==> config.mk <==
export PLATFORM = sky130hd
export DESIGN_NAME = axis_rr_arbiter
export DESIGN_NICKNAME = d
export VERILOG_FILES = /design/src/rtl/axis_rr_arbiter.sv
export SDC_FILE = /design/constraint.sdc
export NUM_CORES = 1
export LEC_CHECK = 0
export ABC_AREA = 0
export BUFFER_PORTS_ARGS = -buffer_cell sky130_fd_sc_hd__buf_2
export CORE_ASPECT_RATIO = 0.9
export CORE_UTILIZATION = 53
export CTS_CLUSTER_DIAMETER = 80
export DETAILED_ROUTE_END_ITERATION = 8
export HOLD_SLACK_MARGIN = 0.12
export MAX_ROUTING_LAYER = met4
export PLACE_DENSITY = 0.84
export SYNTH_ARGS = -nofsm -noshare
export SYNTH_HDL_FRONTEND = slang
export SYNTH_SLANG_ARGS = --single-unit
==> constraint.sdc <==
create_clock -name aclk -period 5.7 [get_ports aclk]
set_input_delay 0.285 -clock aclk [delete_from_list [all_inputs] [get_ports aclk]]
set_output_delay 0.285 -clock aclk [all_outputs]
set_load 0.03 [all_outputs]
==> src/rtl/axis_rr_arbiter.sv <==
// axis_rr_arbiter: packet-level round-robin AXI-Stream arbiter with a registered 2-entry skid output
module axis_rr_arbiter #(
    parameter int DATA_WIDTH = 32,
    parameter int NUM_PORTS  = 4,
    parameter int ID_WIDTH   = (NUM_PORTS > 1) ? $clog2(NUM_PORTS) : 1
) (
    input  logic                            aclk,
    input  logic                            aresetn,
    input  logic [NUM_PORTS*DATA_WIDTH-1:0] s_axis_tdata,
    input  logic [NUM_PORTS-1:0]            s_axis_tvalid,
    output logic [NUM_PORTS-1:0]            s_axis_tready,
    input  logic [NUM_PORTS-1:0]            s_axis_tlast,
    output logic [DATA_WIDTH-1:0]           m_axis_tdata,
    output logic                            m_axis_tvalid,
    input  logic                            m_axis_tready,
    output logic                            m_axis_tlast,
    output logic [ID_WIDTH-1:0]             m_axis_tid,
    output logic                            busy
);
    typedef enum logic {IDLE, GRANT} state_t;
    state_t                state_q, state_d;
    logic [1:0]            rst_sync_q;
    logic                  rst_n;
    logic [ID_WIDTH-1:0]   rr_ptr_q, rr_ptr_d, grant_q, grant_d, pick, scan;
    logic                  found;
    logic                  in_ready_q, in_ready_d, in_valid, in_beat, in_last;
    logic [DATA_WIDTH-1:0] in_data;
    logic                  main_valid_q, main_valid_d, main_last_q, main_last_d;
    logic                  temp_valid_q, temp_valid_d, temp_last_q, temp_last_d;
    logic [DATA_WIDTH-1:0] main_data_q, main_data_d, temp_data_q, temp_data_d;
    logic [ID_WIDTH-1:0]   main_id_q, main_id_d, temp_id_q, temp_id_d;
    logic                  load_main, load_temp, temp_to_main;
    // reset asserts asynchronously, releases on a clock edge
    always_ff @(posedge aclk or negedge aresetn)
        if (!aresetn) rst_sync_q <= 2'b00;
        else rst_sync_q <= {rst_sync_q[0], 1'b1};
    assign rst_n = rst_sync_q[1];
    always_comb begin
        pick  = '0;
        found = 1'b0;
        scan  = '0;
        for (int k = 0; k < NUM_PORTS; k++) begin
            scan = ID_WIDTH'((int'(rr_ptr_q) + k) % NUM_PORTS);
            if (!found && s_axis_tvalid[scan]) begin
                found = 1'b1;
                pick  = scan;
            end
        end
    end
    always_comb begin
        in_data       = '0;
        in_last       = 1'b0;
        in_valid      = 1'b0;
        s_axis_tready = '0;
        for (int i = 0; i < NUM_PORTS; i++)
            if (ID_WIDTH'(i) == grant_q) begin
                in_data          = s_axis_tdata[i*DATA_WIDTH +: DATA_WIDTH];
                in_last          = s_axis_tlast[i];
                in_valid         = s_axis_tvalid[i];
                s_axis_tready[i] = (state_q == GRANT) && in_ready_q;
            end
        in_beat = (state_q == GRANT) && in_ready_q && in_valid;
    end
    always_comb begin
        state_d  = state_q;
        grant_d  = grant_q;
        rr_ptr_d = rr_ptr_q;
        if (state_q == IDLE) begin
            state_d = found ? GRANT : IDLE;
            grant_d = found ? pick : grant_q;
        end else if (in_beat && in_last) begin
            state_d  = IDLE;
            rr_ptr_d = (grant_q == ID_WIDTH'(NUM_PORTS - 1)) ? '0 : grant_q + ID_WIDTH'(1);
        end
    end
    // temp only fills when main is stalled; ready drops the cycle after it fills
    always_comb begin
        in_ready_d   = m_axis_tready | (~temp_valid_q & (~main_valid_q | ~in_beat));
        load_main    = in_ready_q & (m_axis_tready | ~main_valid_q);
        load_temp    = in_ready_q & ~load_main;
        temp_to_main = ~in_ready_q & m_axis_tready;
        main_valid_d = load_main ? in_beat : temp_to_main ? temp_valid_q : main_valid_q;
        main_data_d  = load_main ? in_data : temp_to_main ? temp_data_q : main_data_q;
        main_last_d  = load_main ? in_last : temp_to_main ? temp_last_q : main_last_q;
        main_id_d    = load_main ? grant_q : temp_to_main ? temp_id_q : main_id_q;
        temp_valid_d = load_temp ? in_beat : temp_to_main ? 1'b0 : temp_valid_q;
        temp_data_d  = load_temp ? in_data : temp_data_q;
        temp_last_d  = load_temp ? in_last : temp_last_q;
        temp_id_d    = load_temp ? grant_q : temp_id_q;
    end
    always_ff @(posedge aclk or negedge rst_n)
        if (!rst_n) begin
            state_q      <= IDLE;
            rr_ptr_q     <= '0;
            grant_q      <= '0;
            in_ready_q   <= 1'b0;
            main_valid_q <= 1'b0;
            main_data_q  <= '0;
            main_last_q  <= 1'b0;
            main_id_q    <= '0;
            temp_valid_q <= 1'b0;
            temp_data_q  <= '0;
            temp_last_q  <= 1'b0;
            temp_id_q    <= '0;
        end else begin
            state_q      <= state_d;
            rr_ptr_q     <= rr_ptr_d;
            grant_q      <= grant_d;
            in_ready_q   <= in_ready_d;
            main_valid_q <= main_valid_d;
            main_data_q  <= main_data_d;
            main_last_q  <= main_last_d;
            main_id_q    <= main_id_d;
            temp_valid_q <= temp_valid_d;
            temp_data_q  <= temp_data_d;
            temp_last_q  <= temp_last_d;
            temp_id_q    <= temp_id_d;
        end
    assign m_axis_tvalid = main_valid_q;
    assign m_axis_tdata  = main_data_q;
    assign m_axis_tlast  = main_last_q;
    assign m_axis_tid    = main_id_q;
    assign busy          = (state_q == GRANT);
endmodule

==> results by group <==
Run status
  • Result of the run: finished clean

Pwr
  • Power density relative to cell area: about 620 mW/mm2
  • Max IR drop VDD: about 0.58 mV
  • Static Leak: roughly 2.8 nW

Timing
  • Max frequency: roughly 360 MHz
  • Final worst path period share: approximately half
  • Post-Route Skew: roughly 11 ps
  • Setup slack after layout: slightly below 3000 ps
  • Total Negative Setup Slacks: 0 ps
  • Worst Max-Slew Pin Slew: 1175 ps
  • Relative max-transition margin: between 20% and 30%
  • Setup repair after global routing missed its margin: no
  • Min Clock Period, post-route: around 2800 ps
  • Finish-stage setup viols: 0
  • Slew Limit Fails: 0
  • Hold Violations, Final: 0

Route
  • Drt pass-1 iters: 8
  • DRT Wirelength: approximately 14000 um
  • Number of DRC violations after detailed-routing iteration 0: approximately 480
  • Post-detailed-route via-to-cell ratio: between 6 and 7
  • Average routed wire per standard cell: 18.40 um
  • Antenna viol nets, final: 0
  • Via count: between 4000 and 5000
  • Total DRC errors in the routed layout: 0

Setup path
  • Worst Path Max Fanout: 41
  • Critical-path cell list: inv_1 -> ha_2 -> buf_4 -> a21oi_1 -> a221oi_2 -> o221ai_2 -> mux2_1
  • CP required: 5930 ps
  • Data arrival, critical path: around 3000 ps
  • Slowest cell delay on critical path: 540 ps
  • Type of element launching the critical path: flop
  • Cell with the largest stage delay on the worst path: ha_2
  • Critical path endpoint category: flop
  • Type of the worst setup path: flop to flop

Placement
  • Number of buffers inserted by port buffering: roughly 180
  • Final Wtd Congestion: slightly above 0.9
  • Detailed-placement wirelength estimate: 9195 um
  • Worst slack, placed: 2988 ps

Layout
  • Area growth syn-to-layout: 24.34%
  • Commonest cells after routing, fill and taps aside: 179 x buf_2, 79 x dfrtp_1, 40 x inv_1
  • Antenna diode instance count: 0
  • Count of fill cells added during filler insertion: slightly below 700
  • Net count of the finished layout: about 790
  • Layout cells sized above 1: 32.77%
  • Most common cell after layout, fill and taps aside: buf_2

Global routing
  • Initial antenna violation count: 0
  • Largest net degree at the start of global routing: 103
  • Vias in the first global route: around 4500
  • First-pass GRT wire length: between 20000 and 25000 um
  • Congestion Overflow GR: 0
  • Global-route total usage across every layer: 31.89%

Clock tree
  • Cell at the root of the clock tree: clkbuf_8
  • CTS tree: yes
  • Clock buffer count from CTS: 9
  • Cts repair resizes: 0
  • Clock-pin slew reported for the worst setup and hold paths after clock tree synthesis: approximately 80 ps
  • CTS sink cnt: 80
  • Number of post-CTS setup repair buffers: 0
  • Htree depth: 3
  • Insertion delay to the later sink of the worst-skew pair: around 350 ps
  • Clock buffer depth: 2

Synthesis
  • Cell area after synthesis: about 0.0045 mm2
  • Mean Syn Cell Area: slightly above 9 um2
  • Number of cells produced by synthesis: approximately 490
  • Register bit count reported by yosys: 80
  • Post-Syn Nets: 636
  • Number of synthesis warnings: 0
  • Cell variety after synth: 35
  • Sequential-to-total area share from yosys stat: between 40 and 50%

Die
  • I/O pin cnt: 180
  • Vert. Die Dim: between 80 and 90 um
  • Die Outline Area: around 0.0088 mm2
  • Initial core utilization: 55.30%
  • Number of placement rows: 31
  • Core region area: between 0.008 and 0.009 mm2
  • X dimension of the die: 98.95 um

Run
  • Maxcap violations: 0

Worst hold path
  • Kind of path behind the tightest hold check: input port to async pin
-- path summary, 6_finish.rpt --
| path | from | to | slack (ps) | cells past startpoint |
|---|---|---|---|---|
| max in group asynchronous | rst_sync_q[1]$_DFF_PN0_ | grant_q[0]$_DFFE_PN0P_ | 4540 | 0 |
| min in group aclk | s_axis_tdata[116] | m_axis_tdata[20]$_DFFE_PN0P_ | 250 | 3 |
| min | aresetn | rst_sync_q[1]$_DFF_PN0_ | 230 | 2 |
| max | grant_q[0]$_DFFE_PN0P_ | rr_ptr_q[1]$_DFFE_PN0P_ | 2910 | 7 |
| max reg2reg | grant_q[0]$_DFFE_PN0P_ | rr_ptr_q[1]$_DFFE_PN0P_ | 2910 | 7 |
| min reg2reg | rst_sync_q[0]$_DFF_PN0_ | rst_sync_q[1]$_DFF_PN0_ | 360 | 0 |
-- repair_timing --
action,in CTS,in global routing
hold endpoints to repair,2,0
endpoints found under the setup margin,0,0
hold buffers,1,0
-- per-stage QoR --
step                area, um2  cells  power (W)  util (%)  hold WS [ps]
floorplan                4483    493   0.002486         -        -10.59
global placement         5366    729   0.002928     66.20         70.08
CTS                      5574    746   0.003445     68.76         220.3
global route             5574    746   0.003686     68.76         239.1
detailed placement       5366    729   0.003017     66.20         71.51
finish                   5574    746   0.003464     68.76         234.1
-- metal layers --
| layer | vias up | wire length (um) | track usage, % |
|---|---|---|---|
| li1 | 2181 | - | - |
| met1 | 2314 | 5518 | 38.88 |
| met2 | 279 | 6833 | 53.78 |
| met3 | 21 | 1175 | 6.099 |
| met4 | 0 | 202 | 11.26 |
| met5 | - | 0 | - |
-- sequential cells by signal (all words and copies together) (netlist names) --
name           cells
temp_id_q          2
m_axis_tid         2
in_ready_q         1
m_axis_tlast       1
rr_ptr_q           2
temp_valid_q       1
temp_data_q       32
rst_sync_q         2
grant_q            2
temp_last_q        1
m_axis_tvalid      1
m_axis_tdata      32
busy               1
-- synthesized netlist by cell type (all sizes together) --
| master | n | area (um2) |
|---|---|---|
| a211oi | 2 | 15.01 |
| a21o | 3 | 22.52 |
| a21oi | 39 | 198.9 |
| a221o | 33 | 330.3 |
| a221oi | 3 | 38.79 |
| a222oi | 32 | 320.3 |
| a22oi | 32 | 240.2 |
| a31oi | 1 | 6.260 |
| and2 | 3 | 18.77 |
| and3 | 4 | 25.02 |
| and3b | 2 | 17.52 |
| buf | 18 | 95.09 |
| clkbuf | 31 | 117.6 |
| conb | 1 | 3.750 |
| dfrtp | 80 | 2002 |
| ha | 4 | 50.05 |
| inv | 40 | 150.1 |
| mux2 | 4 | 45.04 |
| nand2 | 39 | 146.4 |
| nand2b | 3 | 18.77 |
| nand3b | 2 | 15.01 |
| nor2 | 36 | 135.1 |
| nor2b | 4 | 25.02 |
| nor3 | 1 | 5.000 |
| nor4 | 1 | 6.260 |
| o211ai | 1 | 7.510 |
| o21ai | 38 | 190.2 |
| o221ai | 2 | 23.77 |
| o22ai | 34 | 212.7 |
-- layout make-up --
class	instances	area, um2	area share [%]
multi-input combinational	324	2138	38.36
sequential	80	2006	35.98
timing repair buffer	187	958.4	17.19
inverter	40	150.1	2.694
clock buffer	11	141.4	2.536
tap	99	123.9	2.222
clock inverter	5	56.30	1.010
-- worst max-delay path: cells and delay by family, from the launching register on --
| kind | cells | cell delay (ps) |
|---|---|---|
| AOI/OAI and AO/OA | 3 | 690 |
| buffers and inverters | 2 | 620 |
| adders and majority gates | 1 | 540 |
| DFF | 1 | 460 |
| muxes | 1 | 340 |
-- report_power, final --
group	total, W	switching [W]	internal, W	leakage (nW)
Combinational	0.00203	0.00128	0.000750	1.69
Sequential	0.00102	0.000184	0.000837	0.985
Clock	0.000417	0.000203	0.000214	0.0993
-- cell families (layout without fill, tap and decap cells) --
group	count (synthesis)	after routing	synth area share, %
flops	80	80	44.66
mux	4	4	1.005
buf+inv	89	243	8.094
other cells	1	1	0.08365
fa+ha+maj	4	4	1.116
compound gates	220	220	35.84
simple gates	95	95	9.210
Power figures use the tool's default switching activity.
